### src/rtl/wrr_pop_scheduler.sv
// wrr_pop_scheduler: weighted round-robin pop scheduler for four input FIFOs
// draining into one shared downstream FIFO.
//
// A queue is granted in IDLE. It may then pop for up to its programmed weight
// in consecutive SERVE cycles. The burst stops early when the queue runs
// empty, and it stalls while the downstream path signals almost-full.
// out_valid/out_id trail pop by one cycle, which matches the FIFO read
// latency of 1.
//
// Optional feature (macro WRR_STATS_EN): per-queue saturating 8-bit pop
// counters on pop_count, cleared by stats_clr. The default build has no
// counters and no stats ports.
module wrr_pop_scheduler #(
    parameter int NUM_Q = 4,
    parameter int ID_W  = 2,
    parameter int WGT_W = 3
) (
    input  logic                   clk,
    input  logic                   reset,
    input  logic [NUM_Q-1:0]       empty,
    input  logic [NUM_Q*WGT_W-1:0] weights,
    input  logic                   down_almost_full,
    output logic [NUM_Q-1:0]       pop,
    output logic [ID_W-1:0]        id,
    output logic                   out_valid,
    output logic [ID_W-1:0]        out_id
`ifdef WRR_STATS_EN
    ,
    input  logic                   stats_clr,
    output logic [8*NUM_Q-1:0]     pop_count
`endif
);

    typedef enum logic {
        IDLE  = 1'b0,
        SERVE = 1'b1
    } state_t;

    state_t           state;
    logic [ID_W-1:0]  cur;
    logic [WGT_W-1:0] credit;

    logic [WGT_W-1:0] wgt [NUM_Q];
    logic [NUM_Q-1:0] elig;
    logic             found;
    logic [ID_W-1:0]  pick;
    logic [ID_W-1:0]  cand;
    logic             fire;

    // Unpack the weight bus and work out which queues may be granted.
    always_comb begin
        for (int i = 0; i < NUM_Q; i++) begin
            wgt[i]  = weights[WGT_W*i +: WGT_W];
            elig[i] = ~empty[i] & (weights[WGT_W*i +: WGT_W] != '0);
        end
    end

    // Round-robin search: cur+1, cur+2, cur+3, then cur itself (mod NUM_Q).
    always_comb begin
        found = 1'b0;
        pick  = cur;
        cand  = cur;
        for (int k = 1; k <= NUM_Q; k++) begin
            cand = cur + ID_W'(k);
            if (!found && elig[cand]) begin
                found = 1'b1;
                pick  = cand;
            end
        end
    end

    // A pop fires only for the granted queue while it has data and downstream has room.
    always_comb begin
        fire = (state == SERVE) & ~empty[cur] & ~down_almost_full & ~reset;
        pop  = '0;
        if (fire) begin
            pop[cur] = 1'b1;
        end
    end

    // Grant/serve state machine: load credit at grant, count it down per pop.
    always_ff @(posedge clk or posedge reset) begin
        if (reset) begin
            state  <= IDLE;
            cur    <= ID_W'(NUM_Q - 1);
            credit <= '0;
            id     <= '0;
        end else begin
            case (state)
                IDLE: begin
                    if (found) begin
                        state  <= SERVE;
                        cur    <= pick;
                        id     <= pick;
                        credit <= wgt[pick];
                    end
                end
                SERVE: begin
                    if (fire) begin
                        if (credit > WGT_W'(1)) begin
                            credit <= credit - WGT_W'(1);
                        end else begin
                            credit <= '0;
                            state  <= IDLE;
                        end
                    end else if (empty[cur]) begin
                        // Queue drained: any remaining credit is discarded.
                        credit <= '0;
                        state  <= IDLE;
                    end
                    // Otherwise back-pressure: hold state and credit.
                end
                default: begin
                    state  <= IDLE;
                    credit <= '0;
                end
            endcase
        end
    end

    // Output tag: the FIFO data for this cycle's pop appears next cycle.
    always_ff @(posedge clk or posedge reset) begin
        if (reset) begin
            out_valid <= 1'b0;
            out_id    <= '0;
        end else begin
            out_valid <= |pop;
            out_id    <= cur;
        end
    end

`ifdef WRR_STATS_EN
    logic [7:0] cnt [NUM_Q];

    // Per-queue saturating pop counters; a clear wins over a coincident pop.
    always_ff @(posedge clk or posedge reset) begin
        if (reset) begin
            for (int i = 0; i < NUM_Q; i++) begin
                cnt[i] <= '0;
            end
        end else begin
            for (int i = 0; i < NUM_Q; i++) begin
                if (stats_clr) begin
                    cnt[i] <= '0;
                end else if (pop[i] && (cnt[i] != 8'hFF)) begin
                    cnt[i] <= cnt[i] + 8'd1;
                end
            end
        end
    end

    for (genvar g = 0; g < NUM_Q; g++) begin : g_cnt
        assign pop_count[8*g +: 8] = cnt[g];
    end
`endif

endmodule

### config.mk
export PLATFORM = sky130hd
export DESIGN_NAME = wrr_pop_scheduler
export DESIGN_NICKNAME = d
export VERILOG_FILES = /design/src/rtl/wrr_pop_scheduler.sv
export SDC_FILE = /design/constraint.sdc
export NUM_CORES = 1
export LEC_CHECK = 0
export ABC_AREA = 1
export CELL_PAD_IN_SITES_DETAIL_PLACEMENT = 1
export CELL_PAD_IN_SITES_GLOBAL_PLACEMENT = 1
export CORE_UTILIZATION = 30
export CTS_CLUSTER_SIZE = 16
export DETAILED_ROUTE_END_ITERATION = 10
export PLACE_DENSITY_LB_ADDON = 0.1
export RECOVER_POWER = 25
export SETUP_SLACK_MARGIN = 0.15
export SLEW_MARGIN = 20
export SYNTH_ARGS = -nofsm -noshare
export SYNTH_HDL_FRONTEND = slang
export SYNTH_SLANG_ARGS = --single-unit
### constraint.sdc
create_clock -name clk -period 1.95 [get_ports clk]
set_clock_uncertainty 0.05 [all_clocks]
set_input_delay 0.585 -clock clk [delete_from_list [all_inputs] [get_ports clk]]
set_output_delay 0.585 -clock clk [all_outputs]
set_load 0.02 [all_outputs]
After elaboration in Yosys (flattened, before gate mapping):

Cells that the tools add are included.

* add/sub/neg operators: 4
* multipliers: 0
* div/mod/pow operators: 0
* order comparisons: 7
* eq/ne operators: 2
* shifts and indexed selects: 0
* multiplexer cells: 34
* bitwise gates (word level): 16
* reduce and logical (&&, ||, !) cells: 14

Operators by type and width (number)
* 3-bit two-way mux: 6
* 1-bit two-way mux: 14
* 2-bit by 3-bit less-than comparator with 1-bit output, second input constant: 4
* 3-bit nonzero test: 4
* 1-bit binary-select mux with 2-bit select: 5
* 2-bit two-way mux: 4
* 1-bit NOT: 8
* 1-bit bitwise AND: 7
* 3-bit binary-select mux with 2-bit select: 1
* 3-bit one-hot mux with 2 select lines: 1
* 2-bit adder, second input constant: 2
* 1-bit logical AND: 4
* 4-bit two-way mux: 1
* 2-bit AND reduction: 2
* 4-bit OR reduction: 1
* 3-bit greater-or-equal comparator, second input constant: 1
* 3-bit by 1-bit > comparator with 1-bit output, second input constant: 1
* 1-bit logical NOT: 3
* 3-bit by 1-bit inequality test with 1-bit output, second input constant: 1
* 2-bit NOT with 3-bit output: 1
* 3-bit by 1-bit subtractor with 3-bit output, second input constant: 1
* 2-bit by 1-bit adder with 2-bit output, second input constant: 1
* 1-bit demux with 2-bit select: 1
* 2-bit by 1-bit greater-or-equal comparator with 1-bit output, second input constant: 1
* other kinds (2): 2

* flip-flop bits (word level): 11
* latch bits: 0
* RAM bits: 0
* ROM bits: 0
* bits of input ports: 19
* output and inout bits: 9
* logic and storage cells: 83
* memories kept: 0

Depth between registers and ports, before layout:

* depth after elaboration: 20
* gate-level depth with buffers: 15
* gate-level depth less buffers: 14

Least setup slack after synthesis:

No wires, ideal clock.

* path type: flip-flop to flip-flop
* from: register cur[0]
* to: register credit[0]
* library setup time: 120 ps
* data arrival time: 2002 ps
* setup slack: -221 ps
* cell stages (with the launch flop): 16
* clock period less this slack: 2171 ps
* cell sequence: dfstp_2 buf_6 inv_8 ha_1 inv_1 nand3_1 nand2_2 nand2_2 inv_2 nand3_2 nor2_2 nor2_4 nor2_8 inv_2 nor2_1 a21oi_2

* longest elaborated chain between the ends: 19

Ends and longest elaborated chain
* from (decl): RTL line 40 `logic [ID_W-1:0] cur;`
* from (signal assigned): RTL line 85 `cur <= ID_W'(NUM_Q - 1);`
* from (signal assigned): RTL line 93 `cur <= pick;`
* 2-bit by 1-bit adder with 2-bit output: RTL line 64 `cand = cur + ID_W'(k);`
* 1-bit binary-select mux with 2-bit select: RTL line 65 `if (!found && elig[cand]) begin`
* 1-bit two-way mux (implied by the code): RTL line 65
* 1-bit two-way mux: RTL line 65
* 1-bit logical NOT: RTL line 65
* 1-bit logical AND: RTL line 65
* 1-bit two-way mux: RTL line 65
* 1-bit logical NOT: RTL line 65
* (+2 left out)
* 1-bit logical NOT: RTL line 65
* 1-bit logical AND: RTL line 65
* 2-bit two-way mux: RTL line 65
* 2-bit NOT with 3-bit output (implied by the code): RTL line 95 `credit <= wgt[pick];`
* 3-bit binary-select mux with 2-bit select: RTL line 95
* 3-bit two-way mux (implied by the code) (2 in a row): RTL line 95
* 3-bit two-way mux: RTL line 91 `if (found) begin`
* 3-bit one-hot mux with 2 select lines: RTL line 89 `case (state)`
* to (signal assigned): RTL line 95
* to (signal assigned): RTL line 101 `credit <= credit - WGT_W'(1);`
* to (decl): RTL line 41 `logic [WGT_W-1:0] credit;`

Several ways; a longest one is shown, not always the timed one. The select of a mux whose other input is x is not followed.
A chain may end at the register's enable or synchronous reset.

Worst setup path after layout:

* from: register cur[0]
* to: output port pop[1]

* longest elaborated chain between the ends: 7

Ends and longest elaborated chain
* 1-bit binary-select mux with 2-bit select: RTL line 74 `fire = (state == SERVE) & ~empty[cur] & ~down_almost_full & ~reset;`
* 1-bit two-way mux (implied by the code): RTL line 74
* 1-bit NOT: RTL line 74
* 1-bit bitwise AND (3 in a row): RTL line 74
* 4-bit two-way mux (*): RTL line 76 `if (fire) begin`
* to (decl): RTL line 23 `output logic [NUM_Q-1:0] pop,`

Every way passes the cells marked *; elsewhere a longest branch is shown, timed or not. The select of a mux whose other input is x is not followed.

==> run_results.csv <==
group,metric,value,unit
cells_and_area,utilization,63.0,%
detailed_routing,drt_wl_total,5390,microns
sta,setup_viol,12,
sta,min_period,2.57,ns
sta,worst_pin_slew,0.405,ns
floorplanning,rows,21,
global_routing,grt_usage,23.8,%
detailed_routing,first_iter_violations,74,
critical_path,cp_slowest_cell,"dfstp_2",
sta,worst_slack,-0.623,ns
detailed_routing,dr.pass1.iters,4,
pwr,p_int,2.25,mW
synth,yosys_warnings,0,
global_routing,grt_pass1_wl,6440,microns
placement,globalplace.congestion,0.845,
floorplanning,die_area,3750,sq um
pwr,combPwrFrac,85.9,%
critical_path,timing.rr.end,"credit[2]",
critical_path,worstPathArrival,1.94,ns
cells_and_area,fill_cells,425,
sta,final-hold-violation-count,0,
sta,max_freq,389,MHz
clocking,cts_tree,"yes",
critical_path,worstRegToRegCells,18,
floorplanning,die_w,61.3,microns
sta,finalCritPeriodShare,132,%
pwr,vdd_ir_drop_max,1.09,mV
clocking,numClockSinks,11,
synth,synth-xor-area-share,0,%
critical_path,path_max_fanout,5,
detailed_routing,viasPerCell,5.12,
synth,ys_types,26,
detailed_routing,drc_errors,0,
critical_path,r2r_setup_slack,-0.59,ns
synth,synth_area,1050,sq um
synth,ys_seq_area_share,26.4,%
clocking,clockBufferDepth,2,
floorplanning,die_y,61.3,microns
sta,rsz0062_at_grt,"true",
synth,synth-compound-area-share,9.03,%
pwr,powerDensity,2210,nW/um^2
critical_path,path_delay_family,"flip-flops",
critical_path,worst_path_largest_cell_delay,0.60,ns
global_routing,antenna_found_initial,0,
pwr,p_switching,2.45,mW
placement,dp_hpwl,2900,microns
clocking,root_buffer,"clkbuf_4",
clocking,htree_levels,1,
run_status,violations,"setup timing",
hold_path,hold_depth,2,
synth,synth-simple-area-share,49.0,%
pwr,power,4.69,mW
run_status,status,"finished, violations left",
critical_path,crit_chain,"buf_12 -> inv_8 -> nor2_4 -> nor2_1 -> o21ai_1 -> nand2_1 -> inv_2 -> nand2_8 -> nor2_4 -> buf_6",
detailed_routing,vias,1448,
pwr,pwr-share-seq,10.5,%
placement,placed_cells,256,
critical_path,path_buf_inv,4,
critical_path,cpMostUsedCell,"nor2_4",
pwr,swShare,52.2,%
synth,synthAdderAreaFrac,5.94,%
clocking,path_clk_slew,0.08,ns
cells_and_area,area_delta_synth_final,101,%
floorplanning,coreArea,3360,sq um
critical_path,r2r_start,"cur[0]",
synth,ys_seq_elements,11,
sta,hold_slack,0.471,ns
floorplanning,initial_core_util,31.3,%
global_routing,grt_overflow,0,
detailed_routing,antenna_left,0,
cells_and_area,stdcell_area,2120,sq um
hold_path,hold-path-endpoint,"id[1]",
sta,max-slew-margin-rel,73.0,%
placement,dpl-instance-area,1660,sq um
placement,portBuffers,27,
hold_path,worstHoldStart,"id[1]",
critical_path,crit_type,"reg2out",
cells_and_area,diodes,0,
floorplanning,ios,28,
cells_and_area,nets,262,
clocking,cts_buffers,3,
run,drv_cap,0,
pwr,p_leak,1.00,nW
synth,synth_top_family_by_area,"simple AND/OR/NAND/NOR gates",
hold_path,hp-class,"reg2reg",
critical_path,startpoint_type,"flip-flop",
synth,syn_avg_cell_area,6.80,sq um
detailed_routing,wire_per_inst,19.0,microns
synth,syn-instance-count,155,
global_routing,grt_pass1_vias,1359,
sta,tns,-5.73,ns
synth,synth_top_area_share,21.4,%
sta,slew_violations,0,
synth,yosysTopAreaCell,"dfrtp_1",
cells_and_area,drive_above_1_share,51.5,%
placement,pre_cts_ws,-1.08,ns
critical_path,crit_required,1.31,ns
clocking,clk-insertion-delay-late,0.29,ns
cells_and_area,final_cells,283,
synth,synth_nets,179,
pwr,pwr-share-clk,3.5,%
synth,synth_mux_area_share,0,%
critical_path,worst_setup_path_end_kind,"output port",
global_routing,grt_max_degree,12,
synth,synth_area_leaders,"dfrtp_1 21%, nand3_1 15%, nand2_1 10%, nor2_1 7.5%, inv_1 6.4%",
-- worst reg2reg max path, cell delays in order, from the launching register on --
cell     delay (ns)
dfstp_2        0.60
buf_12         0.13
inv_8          0.04
nor2_4         0.07
nor2_1         0.04
o21ai_1        0.13
nand2_1        0.15
buf_4          0.17
buf_6          0.10
buf_6          0.10
buf_6          0.10
buf_6          0.11
buf_6          0.12
nor2_4         0.12
nor2_4         0.06
nor2_8         0.13
inv_6          0.06
nor2_4         0.10
a21oi_2        0.03
-- power by group through the flow --
stage	clock network (mW)	registers [mW]	logic (mW)
global placement	0	0.472	2.42
detailed placement	0	0.480	2.51
finish	0.167	0.493	4.03
global route	0.181	0.504	4.32
CTS	0.163	0.474	3.18
floorplan	0	0.510	1.60
-- metal layers --
layer	vias up	track usage (%)	wire, microns
li1	677	-	-
met1	710	27.0	2050
met2	43	44.7	2950
met3	18	1.68	144
met4	0	11.4	240
met5	-	0	0
-- state kept, by name, summed over array words and instances (netlist names) --
name	flops
cur	2
credit	3
id	2
out_valid	1
state	1
out_id	2
-- area by class of cell --
cell class | instances | area (sq um) | share of cell area (%)
multi-input cells | 121 | 935 | 44.1
inverters | 22 | 97.6 | 4.60
repair buffers | 79 | 726 | 34.2
clock buffers | 4 | 26.3 | 1.24
flip-flops and latches | 11 | 278 | 13.1
well taps | 46 | 57.6 | 2.72
-- cells in the final DEF, fill, tap and decap left out, types with 2 or more instances in the layout --
cell / count
a21oi_2: 3
buf_12: 2
buf_4: 39
buf_6: 14
clkbuf_4: 3
clkdlybuf4s50_1: 15
dfrtp_1: 9
dfstp_2: 2
dlygate4sd2_1: 8
ha_1: 4
inv_1: 16
inv_2: 3
nand2_1: 19
nand2_2: 12
nand2_4: 5
nand3_1: 25
nand3_2: 4
nand3_4: 4
nor2_1: 11
nor2_2: 3
nor2_4: 14
o21ai_1: 2
o21ai_2: 2
-- synth_stat cells --
cell / count
a21oi_2: 3
nand4_1: 1
buf_6: 1
a211oi_1: 1
nand3_2: 1
nor2_4: 4
nor2_8: 1
a21oi_1: 1
inv_2: 3
nor2_2: 3
nand2_2: 9
o2111ai_1: 1
dfrtp_1: 9
inv_8: 1
inv_1: 18
a22oi_1: 1
nor3_2: 1
o21ai_0: 5
nand3_1: 32
or3_1: 1
a41oi_1: 1
nor2_1: 21
a31oi_1: 1
ha_1: 5
nand2_1: 28
dfstp_2: 2
-- how the worst max path moves through the flow --
stage	start	end	slack, ns	depth (start not counted)
floorplan	cur[0]	credit[0]	-0.06	15
CTS	cur[0]	pop[1]	-0.48	7
finish	cur[0]	pop[1]	-0.62	10
global placement	empty[3]	pop[3]	-1.03	8
detailed placement	empty[3]	pop[1]	-1.08	8
global route	cur[0]	pop[1]	-0.73	10
-- what timing repair did --
action | 4_1_cts | 5_1_grt
gates resized for setup | 63 | 28
endpoints found under the setup margin | 17 | 12
pin swaps | 12 | 16
hold endpoints to repair | 0 | 0
hold buffers | 0 | 0
buffers inserted | 15 | 8
gates cloned | 0 | 0
-- logic make-up after synthesis --
family,Yosys count
AO/OA/AOI/OAI,14
flip-flops,11
AND/OR/NAND/NOR,102
buffers and inverters,23
adder cells (fa/ha/maj),5
No activity file was read; power rests on OpenSTA's default activity.
